[config.mk]
export PLATFORM = sky130hd
export DESIGN_NAME = tdc_frame_packer
export DESIGN_NICKNAME = d
export VERILOG_FILES = /design/src/rtl/tdc_frame_packer.sv
export SDC_FILE = /design/constraint.sdc
export NUM_CORES = 1
export LEC_CHECK = 0
export CAP_MARGIN = 0
export CORE_ASPECT_RATIO = 2
export CORE_MARGIN = 2
export CORE_UTILIZATION = 60
export DETAILED_ROUTE_END_ITERATION = 10
export GPL_TIMING_DRIVEN = 0
export PLACE_DENSITY = 0.81
export SLEW_MARGIN = 10
export SYNTH_ARGS = -nofsm -noshare
export SYNTH_HDL_FRONTEND = slang
export SYNTH_SLANG_ARGS = --single-unit
[constraint.sdc]
create_clock -name i_clk -period 5.2 [get_ports i_clk]
set_clock_uncertainty 0.2 [all_clocks]
set_input_delay 1.04 -clock i_clk [delete_from_list [all_inputs] [get_ports i_clk]]
set_output_delay 1.04 -clock i_clk [all_outputs]
set_load 0.01 [all_outputs]
[src/rtl/tdc_frame_packer.sv]
// tdc_frame_packer: groups 12-byte TDC records into SYNC0/SYNC1/SEQ-headed frames closed by a COUNT trailer.
// Optional feature: define TDC_FRAME_PACKER_CHECKSUM_EN to append a zero-sum CSUM byte after COUNT.
module tdc_frame_packer #(
    parameter int         MAX_RECS       = 16,
    parameter int         TIMEOUT_CYCLES = 100000,
    parameter logic [7:0] SYNC0          = 8'hA5,
    parameter logic [7:0] SYNC1          = 8'h5A
) (
    input  logic       i_clk,
    input  logic       i_rst_n,
    input  logic [7:0] i_s_axis_tdata,
    input  logic       i_s_axis_tkeep,
    input  logic       i_s_axis_tvalid,
    output logic       o_s_axis_tready,
    input  logic       i_s_axis_tlast,
    output logic [7:0] o_m_axis_tdata,
    output logic       o_m_axis_tvalid,
    input  logic       i_m_axis_tready,
    output logic       o_m_axis_tlast,
    input  logic       i_flush,
    output logic       o_busy
);

    typedef enum logic [2:0] {
        ST_IDLE, ST_H0, ST_H1, ST_SEQ, ST_PAY, ST_CNT, ST_CSUM
    } state_t;

    localparam int               TMR_W    = $clog2(TIMEOUT_CYCLES + 1);
    localparam logic [7:0]       MAX_RC   = 8'(MAX_RECS);
    localparam logic [TMR_W-1:0] TMR_LAST = TMR_W'(TIMEOUT_CYCLES - 1);

    state_t           state, state_nxt;
    logic [7:0]       seq, rc, rc_inc;
    logic [TMR_W-1:0] tmr;
    logic             flush_flag, mid_rec;
    logic             can_load, tmr_cnt, tmr_fire, close_bnd, close_rec, acc_in, acc_last;
    logic             ld_en, ld_last;
    logic [7:0]       ld_data;

`ifdef TDC_FRAME_PACKER_CHECKSUM_EN
    logic [7:0] csum_acc;

    function automatic logic [7:0] zero_sum_byte(input logic [7:0] acc);
        return 8'd0 - acc;
    endfunction
`endif

    assign can_load  = !o_m_axis_tvalid || i_m_axis_tready;
    assign rc_inc    = rc + 8'd1;
    // Idle timer only runs between records of a non-empty frame with the input quiet.
    assign tmr_cnt   = (state == ST_PAY) && !mid_rec && (rc != 8'd0) && !i_s_axis_tvalid;
    assign tmr_fire  = tmr_cnt && (tmr == TMR_LAST);
    assign close_bnd = (state == ST_PAY) && !mid_rec && (rc != 8'd0) && (flush_flag || tmr_fire);
    assign o_s_axis_tready = (state == ST_PAY) && can_load && !close_bnd;
    assign acc_in    = o_s_axis_tready && i_s_axis_tvalid;
    assign acc_last  = acc_in && i_s_axis_tlast;
    assign close_rec = acc_last && ((rc_inc == MAX_RC) || flush_flag || i_flush);
    assign o_busy    = (state != ST_IDLE);

    always_comb begin
        state_nxt = state;
        ld_en     = 1'b0;
        ld_data   = 8'h00;
        ld_last   = 1'b0;
        case (state)
            ST_IDLE: if (i_s_axis_tvalid) state_nxt = ST_H0;
            ST_H0: if (can_load) begin
                ld_en = 1'b1; ld_data = SYNC0; state_nxt = ST_H1;
            end
            ST_H1: if (can_load) begin
                ld_en = 1'b1; ld_data = SYNC1; state_nxt = ST_SEQ;
            end
            ST_SEQ: if (can_load) begin
                ld_en = 1'b1; ld_data = seq; state_nxt = ST_PAY;
            end
            ST_PAY: begin
                if (acc_in && i_s_axis_tkeep) begin
                    ld_en = 1'b1; ld_data = i_s_axis_tdata;
                end
                if (close_rec || close_bnd) state_nxt = ST_CNT;
            end
            ST_CNT: if (can_load) begin
                ld_en   = 1'b1;
                ld_data = rc;
`ifdef TDC_FRAME_PACKER_CHECKSUM_EN
                state_nxt = ST_CSUM;
`else
                ld_last   = 1'b1;
                state_nxt = ST_IDLE;
`endif
            end
`ifdef TDC_FRAME_PACKER_CHECKSUM_EN
            ST_CSUM: if (can_load) begin
                ld_en = 1'b1; ld_data = zero_sum_byte(csum_acc); ld_last = 1'b1; state_nxt = ST_IDLE;
            end
`endif
            default: state_nxt = ST_IDLE;
        endcase
    end

    // Output register stage: loads only when empty or draining, so a stalled byte never changes.
    always_ff @(posedge i_clk or negedge i_rst_n) begin
        if (!i_rst_n) begin
            o_m_axis_tvalid <= 1'b0;
            o_m_axis_tdata  <= 8'h00;
            o_m_axis_tlast  <= 1'b0;
        end else if (can_load) begin
            o_m_axis_tvalid <= ld_en;
            if (ld_en) begin
                o_m_axis_tdata <= ld_data;
                o_m_axis_tlast <= ld_last;
            end
        end
    end

    always_ff @(posedge i_clk or negedge i_rst_n) begin
        if (!i_rst_n) begin
            state      <= ST_IDLE;
            seq        <= 8'd0;
            rc         <= 8'd0;
            mid_rec    <= 1'b0;
            tmr        <= '0;
            flush_flag <= 1'b0;
        end else begin
            state <= state_nxt;
            if (ld_en && ld_last) seq <= seq + 8'd1;
            if (state_nxt == ST_IDLE) rc <= 8'd0;
            else if (acc_last)        rc <= rc_inc;
            if (acc_in) mid_rec <= !i_s_axis_tlast;
            if (acc_in || state != ST_PAY) tmr <= '0;
            else if (tmr_cnt)              tmr <= tmr + TMR_W'(1);
            // A flush with nothing to close (idle, or between records of an empty frame) is dropped.
            if (state == ST_IDLE || (state == ST_PAY && state_nxt == ST_CNT)) flush_flag <= 1'b0;
            else if (i_flush) flush_flag <= (rc != 8'd0) || mid_rec;
        end
    end

`ifdef TDC_FRAME_PACKER_CHECKSUM_EN
    // Sum covers SEQ, kept payload and COUNT; sync bytes are excluded.
    always_ff @(posedge i_clk or negedge i_rst_n) begin
        if (!i_rst_n)              csum_acc <= 8'd0;
        else if (state == ST_IDLE) csum_acc <= 8'd0;
        else if (ld_en && (state == ST_SEQ || state == ST_PAY || state == ST_CNT))
            csum_acc <= csum_acc + ld_data;
    end
`endif

endmodule

Word level (Yosys, flattened, before mapping)
Index checks and enable logic that the tools add are counted.

word-level totals
  register bits after elaboration = 48

operators by class
  $add $sub $neg = 3
  eq/ne operators = 9
  mux-type cells = 19
  reductions and logical operators = 35

operators with widths
  operator                                       number
  one-hot mux 8 bit (5 select lines)             1
  two-way mux 17 bit                             2
  two-way mux 8 bit                              3
  two-way mux 3 bit                              6
  one-hot mux 3 bit (6 select lines)             1
  adder 17 x 1 -> 17 bit, second input constant  1
  == test 17 bit, second input constant          1
  adder 8 x 1 -> 8 bit, second input constant    2
  logical AND 1 bit                              13
  == test 3 bit, second input constant           3
  == test 8 x 5 -> 1 bit, second input constant  1
  logical OR 1 bit                               8
  nonzero test 8 bit                             1
  == test 3 x 2 -> 1 bit, second input constant  2
  logical NOT 3 bit                              2
  nonzero test 2 bit                             3
  logical NOT 1 bit                              5
  two-way mux 1 bit                              5
  OR reduction 4 bit                             1
  == test 3 x 1 -> 1 bit, second input constant  1
  != test 3 bit, second input constant           1
  nonzero test 3 bit                             1
  one-hot mux 1 bit (2 select lines)             1
  AND reduction 2 bit                            1

Logic depth before layout (Yosys ltp)
Gate-level depths: netlist (run 1).

  depth after elaboration = 19
  gate-level depth with buffers = 9
  mapped depth without buffers = 7

Least setup slack after synthesis (run 1)
Ideal clock, no wire load.

  kind = input-to-output
  start = in i_s_axis_tvalid
  end = out o_s_axis_tready
  arrival time = 2.052 ns
  setup slack = 1.908 ns
  cell stages on the path = 5
  buffers on the path = 1
  cell sequence = clkbuf_1 nand3b_1 a211oi_4 a21bo_4 nor3_1

between the ends
  longest elaborated chain between the ends = 7

ends and longest elaborated chain
  item                RTL line  source
  start: declaration  13        input logic i_s_axis_tvalid,
  logical NOT 1 bit   51        assign tmr_cnt = (state == ST_PAY) && !mid_rec && (rc != 8'd0) && !i_s_axis_tvalid;
  logical AND 1 bit   51
  logical AND 1 bit   52        assign tmr_fire = tmr_cnt && (tmr == TMR_LAST);
  logical OR 1 bit    53        assign close_bnd = (state == ST_PAY) && !mid_rec && (rc != 8'd0) && (flush_flag || tmr_fire);
  logical AND 1 bit   53
  logical NOT 1 bit   54        assign o_s_axis_tready = (state == ST_PAY) && can_load && !close_bnd;
  logical AND 1 bit   54
  end: declaration    14        output logic o_s_axis_tready,

No other way between the ends.

Worst setup path in the final report (run 1)
  start = reg rc[0]
  end = out o_s_axis_tready

between the ends
  longest elaborated chain between the ends = 8

ends and longest elaborated chain
  item                      RTL line  source
  start: declaration        33        logic [7:0] seq, rc, rc_inc;
  start signal: assignment  128       else if (acc_last) rc <= rc_inc;
  nonzero test 8 bit *      51, 53
  logical AND 1 bit *       51, 53
  logical AND 1 bit         51
  logical AND 1 bit         52
  logical OR 1 bit          53
  logical AND 1 bit *       53
  logical NOT 1 bit *       54
  logical AND 1 bit *       54

Every way passes the cells marked *; elsewhere a longest branch is shown, timed or not.

==> results.toml, run 1 <==
[run_status]
outcome = "finished clean"

[floorplan]
design.die.area_sq_mm = 0.00523
ios = 27
die_extent_in_x_microns = 52.1
placementRows = 35
coreArea_sq_mm = 0.00455
floorplan.die.height_microns = 100
floorplan.initialDensity = 0.611

[yosys]
avgSynthCellArea_sq_um = 9.62
yosysTopAreaCell = "sky130_fd_sc_hd__dfrtp_1"
share_of_synthesized_area_occupied_by_flip_flops_and_latches = 0.432
synth_area_sq_mm = 0.00278
synth_nets = 308
synth_enable_flop_cells = 0
synthesis.instances = 289
netlist_top_cells_area = "sky130_fd_sc_hd__dfrtp_1 43%, sky130_fd_sc_hd__xor2_1 5.7%, sky130_fd_sc_hd__nor2_1 4.9%, sky130_fd_sc_hd__xnor2_1 4.4%, sky130_fd_sc_hd__nand2_1 3.6%"
yosys_register_bits = 48
asyncSetResetFlopFracSynth = 1.00
yosys.cell_types.count = 54
synth_top_area_frac = 0.432
synthesis.yosys.warnings = 0
synth_flop_cell = "sky130_fd_sc_hd__dfrtp_1"

[worst_setup_path]
crit_path_start_kind = "flip-flop"
critPathKind = "flip-flop to output port"
crit_path_max_delay_cell_type = "sky130_fd_sc_hd__clkdlybuf4s50_1"
cp_max_fo = 10
critical_path.top_delay_family = "buffers and inverters"
crit_path_end_kind = "output port"
cp.required_ns = 3.96
reg2reg_depth = 7
worst-endpoint-arrival_ns = 2.86
timing.critical_path.depth = 7
cp_num_buf_inv = 2
critical_path.max_stage_delay_ns = 0.57
timing.critical_path.cells = "inv_1 > ha_1 > or3b_4 > o211ai_4 > a21bo_4 > nor3_1 > clkdlybuf4s50_1"

[global_routing]
pin_count_of_the_biggest_net_entering_global_routing = 30
grt_usage = 0.273
grt_pass1_wl_microns = 10500
grt.overflow.total = 0
first_global_vias = 2274
antenna_found_initial = 0

[drt]
drc_errors = 0
postRouteWirelength_microns = 6440
detailedRoute.firstIterationViolations = 51
post_drt_wl_per_cell_microns = 17.0
ant_nets = 0
detail_route.first_pass.iterations = 4
vias = 2244
post_drt_via_cell_ratio = 5.94

[placed_design]
place_congestion = 0.992
place_ws_ns = 1.18
dp_hpwl_microns = 4930
numPortBuffers = 25

[clock_tree]
cts_root_buffer = "sky130_fd_sc_hd__clkbuf_8"
postCtsResizedCells = 0
clk-insertion-delay-late_ns = 0.30
total_clock_buffers_created_by_cts = 5
cts.hold.buffers_added = 0
longest_clk_path_bufs = 2
numClockSinks = 48
post_cts_buffers = 0
ctsHtreeMaxLevel = 2
path_clk_slew_ns = 0.08
tritoncts = "built"

[worst_hold_path]
min-delay-path-class = "flip-flop to flip-flop"
worstHoldPathCells = 1

[sta]
totalNegativeSetupSlack_ns = 0
final.min_clock_period_ns = 4.10
maxSlewHeadroom = 0.509
fmax_ghz = 0.244
final-setup-viol-count = 0
final-max-slew-violation-count = 0
final.setup.worst_slack_ns = 1.10
hold_violations = 0
finalCritPeriodShare = 0.789
grt_setup_unrepaired = "false"
worst_slew_pin_slew_ns = 0.731

[run]
maxCapViolCount = 0

[pwr]
power_per_cell_area_mw_per_mm2 = 419
static_leakage_nw = 1.29
vdd_ir_drop_max_mv = 0.418

[cells_and_area]
layout_common_cells = "48 x sky130_fd_sc_hd__dfrtp_1, 36 x sky130_fd_sc_hd__nor2_1, 27 x sky130_fd_sc_hd__nand2_1"
flow.area_growth_from_synthesis_pct = 15.9
fraction_of_final_layout_cells_sized_beyond_drive_strength_1 = 0.105
antennaDiodeCount = 0
layout.nets = 341
mostFrequentLayoutCell = "sky130_fd_sc_hd__dfrtp_1"
## Yosys cell counts (all sizes together), types with 5 or more instances
master and number:
dfrtp 48, nor2 36, nand2 27, xor2 18, xnor2 14, nand3 11, nand4 10, nor3 10
a21oi 9, nand2b 9, inv 8, o21ai 8, buf 7, clkbuf 6, nor2b 6, o211ai 6
a211oi 5, nand4b 5, o21a 5
## metrics by stage
stage	hold WS (ns)	cells	util	instance area (sq um)	total power, mW
2_1_floorplan	0.234	289	-	2780	0.886
3_3_place_gp	0.252	369	0.681	3100	1.07
3_5_place_dp	0.255	370	0.684	3120	1.08
4_1_cts	0.267	378	0.708	3220	1.36
5_1_grt	0.281	378	0.708	3220	1.43
6_report	0.263	378	0.708	3220	1.35
## worst register-to-register path, stage by stage, from the launching register on
cell and delay (ns):
sky130_fd_sc_hd__dfrtp_1 0.47, sky130_fd_sc_hd__inv_1 0.12, sky130_fd_sc_hd__ha_1 0.19, sky130_fd_sc_hd__or3b_4 0.40, sky130_fd_sc_hd__o211ai_4 0.33, sky130_fd_sc_hd__a21bo_4 0.30
sky130_fd_sc_hd__nor3_4 0.37, sky130_fd_sc_hd__o21bai_2 0.11
## state kept, by name, summed over array words and instances, names as in the netlist
signal	flops
tmr	17
o_m_axis_tdata	8
rc	8
seq	8
state	3
flush_flag	1
mid_rec	1
o_m_axis_tlast	1
o_m_axis_tvalid	1
## path summary, 6_finish.rpt
kind | start | to | slack, ns
worst max-delay path | rc[0] | o_s_axis_tready | 1.10
worst min-delay path | seq[7] | seq[7] | 0.26
worst max register to register | rc[0] | rc[0] | 2.60
worst min register to register | seq[7] | seq[7] | 0.26
max in group asynchronous | i_rst_n | tmr[10] | 3.81
min in group asynchronous | i_rst_n | tmr[0] | 0.48
## logic make-up after synthesis
logic type / Yosys count / share of synthesized area
AOI/OAI and AO/OA: 45 / 0.128
and+or+nand+nor: 135 / 0.272
muxes: 4 / 0.0148
buffers and inverters: 21 / 0.0351
adders and majority gates: 4 / 0.0180
xor gates and xnor gates: 32 / 0.101
DFF: 48 / 0.432
## layer usage
metal | GRT usage | vias to the layer above | wire length (microns)
met2 | 0.527 | 48 | 3700
met4 | 0.150 | 0 | 250
met3 | 0.0387 | 16 | 184
li1 | - | 1082 | -
met1 | 0.258 | 1098 | 2310
met5 | 0 | - | 0
## report_power, final
group / switching, mW / internal [mW] / total [mW] / leakage (nW)
clock network: 0.124 / 0.143 / 0.267 / 0.0552
registers: 0.0623 / 0.439 / 0.502 / 0.648
logic: 0.319 / 0.263 / 0.582 / 0.589
total: 0.506 / 0.845 / 1.35 / 1.29
## layout make-up
type                       instances  area (sq um)
sequential                        48          1200
tap                               55          68.8
buffer                            13          67.6
multi-input combinational        220          1480
clock buffer                       6          72.6
inverter                           8          30.0
timing repair buffer              26           265
fill                             353          1330
clock inverter                     2          35.0
Power figures use the tool's default switching activity.
==> run 2, diff against run 1 <==
Settings changed: CORE_UTILIZATION 60 to 57, PLACE_DENSITY 0.81 to 0.78.
Clock period 5.2 ns to 3.8 ns, I/O delays scaled along.
==> run 2 against run 1 <==
Critical path depth unchanged. Clock power grew 21%. Sequential power increased by 36%. Power grew 33%. Critical endpoint unchanged. Non-clock buffer count up 1. Combinational power is 35% higher. Hold slack lost 0.14 ns. Global-route usage down 1.7 points. Die area grew 4.9%.
==> results.toml, run 2 (synthesis gave the netlist of run 1 again) <==
[run_status]
outcome = "finished clean"

[floorplan]
placementRows = 36
die_extent_in_x_microns = 53.4
coreArea_sq_mm = 0.00477
floorplan.initialDensity = 0.583
floorplan.die.height_microns = 103
ios = 27
design.die.area_sq_mm = 0.00549

[global_routing]
pin_count_of_the_biggest_net_entering_global_routing = 37
antenna_found_initial = 0
grt_pass1_wl_microns = 10300
first_global_vias = 2148
grt_usage = 0.256
grt.overflow.total = 0

[sta]
totalNegativeSetupSlack_ns = 0
fmax_ghz = 0.271
worst_slew_pin_slew_ns = 0.733
maxSlewHeadroom = 0.507
hold_violations = 0
final.min_clock_period_ns = 3.69
final-max-slew-violation-count = 0
grt_setup_unrepaired = "false"
final-setup-viol-count = 0
finalCritPeriodShare = 0.970

[placed_design]
dp_hpwl_microns = 4530
numPortBuffers = 25
place_congestion = 0.850

[pwr]
static_leakage_nw = 1.30
total_power_mw = 1.79
power_per_cell_area_mw_per_mm2 = 556
vdd_ir_drop_max_mv = 0.401

[drt]
vias = 2250
ant_nets = 0
drc_errors = 0
post_drt_via_cell_ratio = 5.91
postRouteWirelength_microns = 6220
post_drt_wl_per_cell_microns = 16.3
detail_route.first_pass.iterations = 5
detailedRoute.firstIterationViolations = 88

[worst_setup_path]
cp.required_ns = 2.84
timing.critical_path.cells = "inv_1 > ha_1 > or3b_4 > o211ai_4 > a21bo_4 > nor3_1 > clkdlybuf4s50_1"
crit_path_start_kind = "flip-flop"
cp_max_fo = 7
timing.critical_path.depth = 7
r2r_end = "tmr[15]"
cp_num_buf_inv = 2
critPathKind = "flip-flop to output port"
critPathLaunch = "rc[0]"
worst_reg2reg_startpoint = "rc[0]"
worst-endpoint-arrival_ns = 2.73
critical_path.top_delay_family = "buffers and inverters"
crit_path_end_kind = "output port"
critical_path.max_stage_delay_ns = 0.57
reg2reg_depth = 10
setup.reg_to_reg.worst_slack_ns = 1.20
crit_path_max_delay_cell_type = "sky130_fd_sc_hd__clkdlybuf4s50_1"
worstSetupEndpoint = "o_s_axis_tready"

[cells_and_area]
final-seq-area_sq_mm = 0.00120
fillerInstances = 401
layout_common_cells = "48 x sky130_fd_sc_hd__dfrtp_1, 36 x sky130_fd_sc_hd__nor2_1, 27 x sky130_fd_sc_hd__nand2_1"
mostFrequentLayoutCell = "sky130_fd_sc_hd__dfrtp_1"
largest_reg_flops = 17
layout.nets = 342
largest-register = "tmr"
fraction_of_final_layout_cells_sized_beyond_drive_strength_1 = 0.111
antennaDiodeCount = 0
flow.area_growth_from_synthesis_pct = 16.0
multi_input_comb_area_sq_mm = 0.00149

[clock_tree]
tritoncts = "built"
ctsHtreeMaxLevel = 2
clk-insertion-delay-late_ns = 0.32
cts.hold.buffers_added = 0
cts_root_buffer = "sky130_fd_sc_hd__clkbuf_8"
numClockSinks = 48
path_clk_slew_ns = 0.09
total_clock_buffers_created_by_cts = 5
longest_clk_path_bufs = 2

[run]
maxCapViolCount = 0

[worst_hold_path]
min-delay-path-class = "input port to asynchronous set/reset pin"
[run 2: worst min-delay path by stage]
stage               depth (start not counted)              to  slack (ns)     from
global route                                1          seq[2]        0.15  i_rst_n
CTS                                         1          seq[2]        0.13  i_rst_n
finish                                      1  o_m_axis_tlast        0.13  i_rst_n
detailed placement                          1          seq[7]        0.26   seq[7]
global placement                            1          seq[7]        0.26   seq[7]
floorplan                                   1          seq[7]        0.23   seq[7]
[run 2: area by class of cell]
class                   instances  share of cell area
clock buffers                   6              0.0256
clock inverters                 2             0.00310
flip-flops and latches         48               0.372
multi-input cells             220               0.462
well taps                      57              0.0221
inverters                       8             0.00931
plain buffers                  13              0.0209
repair buffers                 27              0.0845
[run 2: metrics by stage]
stage | instances | setup WS, ns | area (sq um) | utilization | hold WS [ns]
after floorplan | 289 | 0.989 | 2780 | - | 0.234
after global placement | 371 | 0.290 | 3100 | 0.650 | 0.260
after detailed placement | 372 | 0.314 | 3120 | 0.653 | 0.262
after CTS | 381 | 0.00771 | 3220 | 0.674 | 0.127
after global routing | 381 | 0.0439 | 3230 | 0.676 | 0.146
final | 381 | 0.113 | 3230 | 0.676 | 0.127
[run 2: repair_timing]
action	CTS	global route
endpoints found under the setup margin	1	1
buffers inserted	1	0
gates cloned	0	0
pin swaps	1	0
gates resized for setup	0	1
[run 2: where the power goes]
group	total, mW	internal [mW]	switching, mW
Clock	0.323	0.145	0.177
Combinational	0.787	0.362	0.425
Sequential	0.683	0.601	0.0816
[run 2: worst reg2reg max path, cell delays in order, from the launching register on]
cell and delay, ns:
sky130_fd_sc_hd__dfrtp_1 0.47, sky130_fd_sc_hd__inv_1 0.12, sky130_fd_sc_hd__ha_1 0.21, sky130_fd_sc_hd__or3b_4 0.41, sky130_fd_sc_hd__o211ai_4 0.19, sky130_fd_sc_hd__buf_4 0.20
sky130_fd_sc_hd__and3_2 0.20, sky130_fd_sc_hd__or2_1 0.11, sky130_fd_sc_hd__buf_4 0.15, sky130_fd_sc_hd__buf_4 0.17, sky130_fd_sc_hd__nor2_1 0.06
[run 2: routing by layer]
| metal | track usage | up-vias | share of wire |
|---|---|---|---|
| li1 | - | 1078 | - |
| met1 | 0.345 | 1091 | 0.44 |
| met2 | 0.396 | 72 | 0.49 |
| met3 | 0.0406 | 9 | 0.048 |
| met4 | 0.122 | 0 | 0.021 |
| met5 | 0 | - | 0 |
==> variant 1: new RTL, settings of run 2 <==
`TIMEOUT_CYCLES`: 100000 -> 400000.
--- a/src/rtl/tdc_frame_packer.sv
+++ b/src/rtl/tdc_frame_packer.sv
@@ -2,7 +2,7 @@
 // Optional feature: define TDC_FRAME_PACKER_CHECKSUM_EN to append a zero-sum CSUM byte after COUNT.
 module tdc_frame_packer #(
     parameter int         MAX_RECS       = 16,
-    parameter int         TIMEOUT_CYCLES = 100000,
+    parameter int         TIMEOUT_CYCLES = 400000,
     parameter logic [7:0] SYNC0          = 8'hA5,
     parameter logic [7:0] SYNC1          = 8'h5A
 ) (
Formal check against the unedited RTL: same outputs for any inputs over 10 cycles, from zero or initial values and one cycle with i_rst_n low; that may be too few to reach the edited logic, so the function may still have changed.
==> variant 1 against run 2 <==
- global-route usage shrank 0.22 points
- setup slack improved by 0.083 ns
- power fell by 1.0%
- critical path type unchanged
- wire length is 1.4% higher
- combinational power decreased by 6.2%
- count of clock-buffer cells in the layout increased by 1
- sequential cell count is 2 higher
- design area up 2.4%
- area after synthesis rose by 2.2%
==> variant 1: results (changes against run 2) <==
synthesis:
  syn_nets: 310  # +0.65%
  synth-adder-area-share: 0.0176  # -0.000380
  synth_compound_area_frac: 0.123  # -0.00446
  muxShareOfSynthArea: 0.0181  # +0.00321
  sequential_element_share_of_the_synthesized_area: 0.440  # +0.00849
  syn-mean-instance-area_um2: 9.76  # +1.5%
  netlist_top_cells_count: "sky130_fd_sc_hd__dfrtp_1 (50), sky130_fd_sc_hd__nor2_1 (36), sky130_fd_sc_hd__nand2_1 (21), sky130_fd_sc_hd__xor2_1 (17)"
  netlist-cell-type-count: 51  # -5.6%
cts:
  post-cts-setup-buffer-count: 2  # +1
  clk-insertion-delay-late_ns: 0.30  # -0.02 ns
  postCtsResizedCells: 2  # +2
cells_and_area:
  largest_register_ff_count: 19  # +2
  fin_cells: 385  # +1.0%
  drive_gt1_frac: 0.0884  # -0.0227
  num-nets-final: 346  # +1.2%
worst_setup_path:
  critical-path-max-stage-delay_ns: 0.59  # +0.02 ns
  crit_arrival_ns: 2.64  # -0.09 ns
  rr_worst_depth: 8  # -2
  worst_r2r_endpoint: "tmr[2]$_DFFE_PN0P_"
run_status:
  outcome: "complete, no violations"
power_and_ir_drop:
  ir_worst_vdd_mv: 0.347  # -14%
  sw_frac_of_total: 0.377  # -0.00433
global_route:
  grt.total_usage: 0.254  # -0.00218
  fraction_of_met3_tracks_used_by_global_routing: 0.0330  # -0.00753
  use_met1: 0.268  # -0.0768
  grtUsageMet2: 0.448  # +0.0517
  grt_pass1_wl_um: 10500  # +2.1%
  grt_start_max_net_pins: 27  # -27%
routing:
  dr_wl_met2_um: 3550  # +15%
  num_vias: 2280  # +1.3%
  dr.first_iter.drc_count: 42  # -52%
  drt-pass1-iter-count: 4  # -1
  met1Wirelength_um: 2350  # -13%
timing:
  fin_worst_hold_slack_ns: 0.240  # +0.113 ns
  max_freq_mhz: 277  # +2.3%
  worstMarginPinSlew_ns: 0.713  # -0.0201 ns
placed_design:
  place_ws_ns: -0.0735  # -0.388 ns
  placed_cell_area_um2: 3190  # +2.2%
  dpl.hpwl_um: 4830  # +6.8%
  post-place-cells: 375  # +0.81%
  place.port_buffers: 26  # +4.0%
  gp_routability_congestion: 0.867  # +2.1%
variant 1: changes by cell type after synthesis, moves of 3 or more:
cell	run 2	this run
sky130_fd_sc_hd__nand3b_1	4	1
sky130_fd_sc_hd__nor3b_1	0	6
sky130_fd_sc_hd__o211ai_1	5	1
sky130_fd_sc_hd__nand2b_1	9	6
sky130_fd_sc_hd__a21oi_1	9	16
sky130_fd_sc_hd__clkbuf_1	6	9
sky130_fd_sc_hd__and4_1	0	3
sky130_fd_sc_hd__a2111oi_4	0	3
sky130_fd_sc_hd__nand2_1	27	21
variant 1: power groups by stage:
stage	registers (W)	logic, W	clock network [W]
after detailed placement	0.000728	0.000731	0
after floorplan	0.000731	0.000455	0
after global placement	0.000721	0.000710	0
after global routing	0.000735	0.000820	0.000344
after CTS	0.000717	0.000744	0.000328
final	0.000717	0.000738	0.000320
variant 1: worst register-to-register path, stage by stage, from the launching register on:
cell and delay [ns]:
sky130_fd_sc_hd__dfrtp_1 0.46, sky130_fd_sc_hd__inv_1 0.14, sky130_fd_sc_hd__ha_1 0.16, sky130_fd_sc_hd__nor4b_4 0.40, sky130_fd_sc_hd__buf_4 0.25, sky130_fd_sc_hd__a21oi_2 0.08
sky130_fd_sc_hd__o21ai_1 0.60, sky130_fd_sc_hd__clkbuf_1 0.45, sky130_fd_sc_hd__nor2_1 0.10
variant 1: cell type report:
class                   instances  area (um^2)  area share
plain buffers                  13         72.6      0.0220
clock buffers                   7         86.3      0.0261
clock inverters                 1         5.00     0.00151
inverters                       8         30.0     0.00909
multi-input cells             219         1490       0.451
flip-flops and latches         50         1250       0.379
well taps                      57         71.3      0.0216
repair buffers                 30          297      0.0897
==> variant 2: new RTL, config.mk and constraints of run 2 <==
Without the edit above. Encoding of `state_t`: now one-hot (7 bits for 7 states).
--- a/src/rtl/tdc_frame_packer.sv
+++ b/src/rtl/tdc_frame_packer.sv
@@ -21,8 +21,8 @@
     output logic       o_busy
 );
 
-    typedef enum logic [2:0] {
-        ST_IDLE, ST_H0, ST_H1, ST_SEQ, ST_PAY, ST_CNT, ST_CSUM
+    typedef enum logic [6:0] {
+        ST_IDLE = 7'b0000001, ST_H0 = 7'b0000010, ST_H1 = 7'b0000100, ST_SEQ = 7'b0001000, ST_PAY = 7'b0010000, ST_CNT = 7'b0100000, ST_CSUM = 7'b1000000
     } state_t;
 
     localparam int               TMR_W    = $clog2(TIMEOUT_CYCLES + 1);
Function: no difference found for any inputs over 10 cycles, from zero or initial values and one cycle with i_rst_n low; not proved beyond that.
==> variant 2 against run 2 <==
- sequential cell count rose by 4
- global-route usage about the same
- largest cell class unchanged
- area after synthesis increased by 12%
- die area up 11%
- setup slack improved by 0.083 ns
- synthesized cell count increased by 4.5%
- via count is 13% higher
- first-iteration DRC count fell by 38%
- design area grew 12%
- wire length up 16%
Power is not compared: it rests on default switching activity, and its combinational part moved more than twofold at a synthesized area within 25%.
==> variant 2: results (changes against run 2) <==
cells_and_area:
  num-nets-final: 355  # +3.8%
  inverters: 12  # +4
  num-fill-cells: 432  # +7.7%
  drive_gt1_frac: 0.136  # +0.0254
  multiInputCombCellCount: 223  # +1.4%
  n_all_buffers: 42  # +5.0%
  register_area_um2: 1300  # +8.4%
  multi_input_area_um2: 1690  # +14%
  clockNetworkAreaShare: 0.0337  # +0.00499
  area_share_nonclk_buffers: 0.101  # -0.00408
global_route:
  grtUsageMet2: 0.521  # +0.125
  grt.total_usage: 0.256  # about the same
  fraction_of_met3_tracks_used_by_global_routing: 0.0297  # -0.0109
  grt_pass1_wl_um: 12300  # +19%
  use_met1: 0.241  # -0.104
  first_global_vias: 2727  # +27%
worst_setup_path:
  crit_arrival_ns: 2.64  # -0.09 ns
  worst_r2r_endpoint: "rc[0]$_DFFE_PN0P_"
  critical-path-max-stage-delay_ns: 0.54  # -0.03 ns
  critical_path.slowest_cell: "sky130_fd_sc_hd__or4b_4"
  reg_to_reg_critical_path_startpoint: "state[2]$_DFF_PN0_"
  crit_fanout: 5  # -2
  crit_path_launch: "tmr[13]$_DFFE_PN0P_"
placed_design:
  dpl.hpwl_um: 5560  # +23%
  post-place-cells: 389  # +4.6%
  gp_routability_congestion: 0.875  # +2.9%
  place.port_buffers: 26  # +4.0%
synthesis:
  netlist-cell-type-count: 58  # +7.4%
  syn-mean-instance-area_um2: 10.3  # +7.4%
  syn-instance-count: 302  # +4.5%
  sequential_element_share_of_the_synthesized_area: 0.417  # -0.0144
  leading_cell_types_by_total_area_after_synthesis: "sky130_fd_sc_hd__dfrtp_1 (41%), sky130_fd_sc_hd__xnor2_1 (4.8%), sky130_fd_sc_hd__mux2i_1 (4.2%), sky130_fd_sc_hd__nor3_2 (3.5%), sky130_fd_sc_hd__nor3_1 (3.0%)"
  netlist_top_cells_count: "sky130_fd_sc_hd__dfrtp_1 (51), sky130_fd_sc_hd__nor3_1 (19), sky130_fd_sc_hd__xnor2_1 (17), sky130_fd_sc_hd__a21oi_1 (14), sky130_fd_sc_hd__mux2i_1 (13)"
timing:
  fin_worst_hold_slack_ns: 0.199  # +0.0718 ns
  worst_slack_ns: 0.197  # +0.0832 ns
routing:
  met3_wirelength_um: 177  # -40%
  drt-pass1-iter-count: 4  # -1
  num_vias: 2542  # +13%
  met1Wirelength_um: 2500  # -8.1%
  dr.first_iter.drc_count: 55  # -38%
  via_per_inst: 6.40  # +8.4%
  dr_wl_met2_um: 4320  # +41%
run_status:
  outcome: "complete, no violations"
power_and_ir_drop:
  report.power.total_w: 0.00112
cts:
  post-cts-setup-buffer-count: 0  # -1
## variant 2: cell count changes after synthesis, moves of 10 or more
cell	delta
sky130_fd_sc_hd__mux2i_1	+10
sky130_fd_sc_hd__nor3_2	+11
sky130_fd_sc_hd__nand2_1	-15
sky130_fd_sc_hd__xor2_1	-13
sky130_fd_sc_hd__nor2_1	-25
sky130_fd_sc_hd__nor3_1	+10
## variant 2: critical path: cells and delay by family, from the launching register on
kind | cells | cell delay, ns
flops | 1 | 0.44
simple gates | 4 | 1.13
compound gates | 1 | 0.24
buf+inv | 1 | 0.51
## variant 2: cell families (layout without fill, tap and decap cells)
group,Yosys count,in the layout,share of synthesized area
adders and majority gates,4,4,0.0160
other,1,1,0.00120
xor gates and xnor gates,22,22,0.0617
buffers and inverters,27,62,0.0425
DFF,52,52,0.417
and+or+nand+nor,122,122,0.264
AOI/OAI and AO/OA,60,60,0.152
muxes,14,14,0.0453
